## src/rtl/run4_pkg.sv

```systemverilog
// Shared types for the run-of-four detector and the scheduler that multiplexes it.
package run4_pkg;

    typedef enum logic [1:0] {
        IDLE  = 2'd0,
        SHIFT = 2'd1,
        DONE  = 2'd2
    } sched_state_t;

    typedef enum logic [3:0] {
        S0 = 4'd0,
        S1 = 4'd1,
        S2 = 4'd2,
        S3 = 4'd3,
        S4 = 4'd4,
        S5 = 4'd5,
        S6 = 4'd6,
        S7 = 4'd7,
        S8 = 4'd8
    } det_state_t;

    localparam int RUN_LEN = 4;

endpackage

```

## src/rtl/run4_detector.sv

```systemverilog
// Serial run-of-four detector with a Mealy hit on every bit that brings an
// equal-bit run to RUN_LEN or beyond since the last clear.
module run4_detector
    import run4_pkg::*;
(
    input  logic clk,
    input  logic reset,
    input  logic clr,
    input  logic in,
    input  logic en,
    output logic hit
);

    det_state_t state, state_nx;

    always_ff @(posedge clk or negedge reset) begin
        if (!reset)   state <= S0;
        else if (clr) state <= S0;
        else if (en)  state <= state_nx;
    end

    // S1..S4 count a run of 0s, S5..S8 a run of 1s; S4/S8 saturate at RUN_LEN.
    always_comb begin
        state_nx = S0;
        case (state)
            S0:      state_nx = in ? S5 : S1;
            S1:      state_nx = in ? S5 : S2;
            S2:      state_nx = in ? S5 : S3;
            S3, S4:  state_nx = in ? S5 : S4;
            S5:      state_nx = in ? S6 : S1;
            S6:      state_nx = in ? S7 : S1;
            S7, S8:  state_nx = in ? S8 : S1;
            default: state_nx = S0;
        endcase
    end

    assign hit = en & ~clr & ((state_nx == S4) | (state_nx == S8));

endmodule

```

## src/rtl/run4_detect_scheduler.sv

```systemverilog
// Round-robin scheduler that streams one requester's word at a time MSB-first
// through the shared run-of-four detector and reports per-word and total hits.
module run4_detect_scheduler
    import run4_pkg::*;
#(
    parameter int N_REQ  = 4,
    parameter int DATA_W = 8,
    parameter int CNT_W  = $clog2(DATA_W - 2)
) (
    input  logic                      clk,
    input  logic                      reset,
    input  logic [N_REQ-1:0]          req,
    input  logic [N_REQ*DATA_W-1:0]   data,
    output logic [N_REQ-1:0]          gnt,
    output logic [N_REQ-1:0]          done,
    output logic [CNT_W-1:0]          hit_cnt,
    output logic                      any_hit,
    output logic                      busy,
    output logic [15:0]               hits_total
);

    localparam int IDX_W = (N_REQ > 1) ? $clog2(N_REQ) : 1;
    localparam int BIT_W = $clog2(DATA_W);
    localparam logic [BIT_W-1:0] LAST_BIT = BIT_W'(DATA_W - 1);
    localparam logic [IDX_W-1:0] LAST_IDX = IDX_W'(N_REQ - 1);

    sched_state_t      state, state_nx;
    logic [IDX_W-1:0]  rr_ptr, owner, pick_idx;
    logic              pick_vld;
    logic [DATA_W-1:0] words [N_REQ];
    logic [DATA_W-1:0] sh;
    logic [BIT_W-1:0]  bit_cnt;
    logic [CNT_W-1:0]  word_hits, word_hits_nx;
    logic              det_en, det_clr, det_hit;

    // First requester at or after ptr, wrapping; MSB of the result flags a valid pick.
    function automatic logic [IDX_W:0] rr_pick(input logic [N_REQ-1:0] r,
                                               input logic [IDX_W-1:0] ptr);
        logic [IDX_W:0]   res;
        logic [IDX_W-1:0] cand;
        res = '0;
        for (int i = N_REQ - 1; i >= 0; i--) begin
            cand = IDX_W'((int'(ptr) + i) % N_REQ);
            if (r[cand]) res = {1'b1, cand};
        end
        return res;
    endfunction

    function automatic logic [15:0] sat_add16(input logic [15:0] a,
                                              input logic [CNT_W-1:0] b);
        logic [16:0] s;
        s = {1'b0, a} + 17'(b);
        return s[16] ? 16'hFFFF : s[15:0];
    endfunction

    always_comb begin
        for (int i = 0; i < N_REQ; i++) words[i] = data[i*DATA_W +: DATA_W];
    end

    assign {pick_vld, pick_idx} = rr_pick(req, rr_ptr);
    assign word_hits_nx         = word_hits + CNT_W'(det_hit);

    always_ff @(posedge clk or negedge reset) begin
        if (!reset) state <= IDLE;
        else        state <= state_nx;
    end

    always_comb begin
        state_nx = state;
        unique case (state)
            IDLE:    if (pick_vld) state_nx = SHIFT;
            SHIFT:   if (bit_cnt == LAST_BIT) state_nx = DONE;
            DONE:    state_nx = IDLE;
            default: state_nx = IDLE;
        endcase
    end

    always_comb begin
        busy    = (state != IDLE);
        det_en  = (state == SHIFT);
        det_clr = (state == IDLE);
    end

    // Word payload carries no reset; it is always reloaded before use.
    always_ff @(posedge clk) begin
        if (state == IDLE && pick_vld) sh <= words[pick_idx];
        else if (state == SHIFT)       sh <= {sh[DATA_W-2:0], 1'b0};
    end

    always_ff @(posedge clk or negedge reset) begin
        if (!reset) begin
            gnt        <= '0;
            done       <= '0;
            hit_cnt    <= '0;
            any_hit    <= 1'b0;
            hits_total <= '0;
            rr_ptr     <= '0;
            owner      <= '0;
            bit_cnt    <= '0;
            word_hits  <= '0;
        end else begin
            gnt  <= '0;
            done <= '0;
            case (state)
                IDLE: if (pick_vld) begin
                    owner     <= pick_idx;
                    gnt       <= N_REQ'(1) << pick_idx;
                    bit_cnt   <= '0;
                    word_hits <= '0;
                end
                SHIFT: begin
                    word_hits <= word_hits_nx;
                    bit_cnt   <= bit_cnt + 1'b1;
                    if (bit_cnt == LAST_BIT) begin
                        done    <= N_REQ'(1) << owner;
                        hit_cnt <= word_hits_nx;
                        any_hit <= (word_hits_nx != '0);
                    end
                end
                DONE: begin
                    hits_total <= sat_add16(hits_total, word_hits);
                    rr_ptr     <= (owner == LAST_IDX) ? '0 : owner + 1'b1;
                end
                default: ;
            endcase
        end
    end

    run4_detector u_det (
        .clk   (clk),
        .reset (reset),
        .clr   (det_clr),
        .in    (sh[DATA_W-1]),
        .en    (det_en),
        .hit   (det_hit)
    );

endmodule

```

## config.mk

```make
export PLATFORM = sky130hd
export DESIGN_NAME = run4_detect_scheduler
export DESIGN_NICKNAME = d
export VERILOG_FILES = /design/src/rtl/run4_pkg.sv /design/src/rtl/run4_detector.sv /design/src/rtl/run4_detect_scheduler.sv
export SDC_FILE = /design/constraint.sdc
export NUM_CORES = 1
export LEC_CHECK = 0
export ABC_AREA = 0
export CORE_ASPECT_RATIO = 1.4
export CORE_MARGIN = 10
export CORE_UTILIZATION = 46
export DETAILED_ROUTE_END_ITERATION = 10
export PLACE_DENSITY = 0.75
export SLEW_MARGIN = 0
export SYNTH_ARGS = -nofsm -noshare
export SYNTH_HDL_FRONTEND = slang
export SYNTH_SLANG_ARGS = --single-unit
```

## constraint.sdc

```tcl
create_clock -name clk -period 4.35 [get_ports clk]
set_input_delay 0.6525 -clock clk [delete_from_list [all_inputs] [get_ports clk]]
set_output_delay 0.6525 -clock clk [all_outputs]
set_load 0.05 [all_outputs]
```

==> out/results.ini <==
[synth]
netlist_area_mm2 = 0.00284
syn_inst = 268
syn_nets = 318
syn_avg_cell_area_um2 = 10.6
ys_warn_count = 0
ys_seq_elements = 52
ys_async_sr_fraction_pct = 84.6
synth.most_common_cell = dfrtp_1
seq_area_frac_synth_pct = 47.2
synthTopCellsByCount = dfrtp_1 (44), nand2_1 (27), o21ai_0 (20), nor2_1 (17)
synth.area.top_cells = dfrtp_1 (39%), edfxtp_1 (8.5%), ha_1 (4.8%), nand2_1 (3.6%), mux2i_1 (3.5%)
yosysUniqueCellTypes = 55
synth_flop_cell = dfrtp_1
synth-edff-count = 8
synth_top_area_share_pct = 38.8
synth.largest_area_cell = dfrtp_1

[floorplanning]
die_area_mm2 = 0.00976
core_area_mm2 = 0.00595
rows = 33
die_h_um = 113
die_w_um = 86.4
io-pin-count = 67
start_util_pct = 47.8

[clock_network]
cts-hold-fix-buffers = 0
clk_pin_slew_ns = 0.09
post_cts_buffers = 0
cts_tree = built
numCtsBuffers = 5
clkLatencyLatePin_ns = 0.31
clockBufferDepth = 2
cts.sinks = 52
cts_root_buffer = clkbuf_8
cts_resized = 0
cts-htree-levels = 2

[power]
p_comb_share_pct = 45.1
p_seq_share_pct = 38.2
total_power_mw = 2.05
max-vdd-ir-drop_mv = 0.279
p_sw_share_pct = 40.3
p_sw_mw = 0.828
cellLeakagePower_nw = 1.60
p_clk_share_pct = 16.7
internal_power_mw = 1.23
p_per_area_mw_per_mm2 = 565

[route]
first_pass_iters = 4
ant_nets = 0
avgRoutedWirePerCell_um = 16.5
totalWireLength_um = 6620
via_count = 2232
drc = 0
vias_per_cell = 5.58
drtIter0Drc = 74

[critical_path]
r2r_start = word_hits[0]$_DFFE_PN0P_
critPathLaunchType = primary input
reg2reg_depth = 8
startpoint = req[2]
worstPathCellList = clkdlybuf4s50_1 -> nor2b_1 -> a311oi_1 -> o21ai_1 -> o21ai_0 -> o22ai_1
critical_path_class = in -> reg
crit_fanout = 17
end_kind = flop
regToRegSetupSlack_ns = 1.90
reg2reg_to = hits_total[13]$_DFFE_PN0N_
cp.arrival_ns = 2.81
slowest_stage = o21ai_1
crit_path_end = sh[5]$_DFFE_PP_
worst_path_largest_cell_delay_ns = 0.80
worst_ep_required_time_ns = 4.49

[placed_design]
port_buffers = 66
place.gp.congestion = 0.918
dp.cells = 392
dpl_cell_area_mm2 = 0.00352
dp_hpwl_um = 5260

[grt]
grt_max_degree = 45
grt_util_met1_pct = 15.6
grt_usage_pct = 14.0
grt.overflow.total = 0
use_met2_pct = 23.8
grt_pass1_wl_um = 11500
grt_pass1_vias = 2345
antenna_found_initial = 0
use_met3_pct = 5.60
grt_busiest_layer = met2

[timing]
fin_crit_sh_pct = 61.4
rsz0062_at_grt = no
finClkSkew_ns = 0.00648
setup-tns-final_ns = 0
tightest_slew_ns = 0.998
period_needed_ns = 2.67
holdWs_ns = 0.487
report.final.slew_viol_count = 0
max_freq_mhz = 375
finalHoldViolCount = 0
finalSetupViolCount = 0
slew_headroom_pct = 33.0

[flow_run]
drv_cap = 0

[hold_path]
hold_path_class = in -> async

[final_layout]
diodes = 0
final_area_mm2 = 0.00364
areaGrowthSynthToFinish_pct = 28.0
fin_cells = 400
drive_above_1_share_pct = 9.09
fin_nets = 379

[outcome]
run_status = finished, final reports clean

[power by group through the flow]
stage                     sequential, mW  combinational [mW]  clock, mW
after floorplan                    0.889               0.564          0
after global placement             0.786               0.906          0
after detailed placement           0.790               0.938          0
after CTS                          0.782               0.941      0.348
after global routing               0.811                1.02      0.367
final                              0.783               0.926      0.344
[layer usage]
| metal | up-vias | share of wire (%) | wire length, um |
|---|---|---|---|
| met4 | 0 | 0.95 | 63 |
| met2 | 70 | 51 | 3370 |
| met3 | 6 | 8.0 | 530 |
| met1 | 1071 | 40 | 2660 |
| met5 | - | 0 | 0 |
| li1 | 1085 | - | - |
[placed cells by master, fill, tap and decap left out, drive strengths merged, types with 2 or more instances in the layout]
cell type      count
or2                2
nand2b             4
clkdlybuf4s50     65
nor3               3
o21ai             24
a21oi              9
edfxtp             8
mux2               4
a31oi              4
nor2b              5
a22o               3
and3               6
a21boi             7
clkbuf             6
dfrtp             44
ha                11
o22ai              9
nand2             28
inv               12
nand3              4
o31ai              2
nor2              18
nand4b             2
xor2               4
a211oi             8
xnor2              5
o41ai              2
mux2i             10
nor4               3
[stage by stage]
step	worst slack, ns	utilization, %
final	1.68	61.2
after global routing	1.49	61.2
after CTS	1.70	61.2
after detailed placement	1.40	59.2
after global placement	1.58	59.2
after floorplan	1.94	-
[worst max-delay path, delay by kind of cell]
| kind | cells | cell delay, ns |
|---|---|---|
| buffers and inverters | 1 | 0.59 |
| AO/OA/AOI/OAI | 4 | 1.36 |
| AND/OR/NAND/NOR | 1 | 0.22 |
[state kept, by name (all words and copies together), names as in the netlist]
name	cells
sh	8
hit_cnt	3
state	2
owner	2
bit_cnt	3
word_hits	3
gnt	4
rr_ptr	2
hits_total	16
any_hit	1
done	4
u_det.state	4
[worst min path at each step]
stage	start	end	cells after the start
2_1_floorplan	reset	any_hit$_DFFE_PN0P_	0
3_3_place_gp	bit_cnt[1]$_DFFE_PN0P_	bit_cnt[1]$_DFFE_PN0P_	1
3_5_place_dp	bit_cnt[1]$_DFFE_PN0P_	bit_cnt[1]$_DFFE_PN0P_	1
4_1_cts	hit_cnt[0]$_DFFE_PN0P_	hit_cnt[0]$_DFFE_PN0P_	1
5_1_grt	bit_cnt[1]$_DFFE_PN0P_	bit_cnt[1]$_DFFE_PN0P_	1
6_report	reset	hits_total[10]$_DFFE_PN0N_	1
[cells by family after synthesis]
family	synth area share (%)
buffers and inverters	3.83
XOR/XNOR	2.78
multiplexers	5.11
adder cells (fa/ha/maj)	5.55
flip-flops	47.2
AO/OA/AOI/OAI	19.2
AND/OR/NAND/NOR	16.3
[cell type report]
type | count | area (um2)
clock buffers | 6 | 82.6
clock inverters | 2 | 33.8
fillers | 518 | 2310
inverters | 12 | 45.0
multi-input cells | 192 | 1390
flip-flops and latches | 52 | 1340
well taps | 70 | 87.6
repair buffers | 66 | 656
No activity file was read; power rests on OpenSTA's default activity.
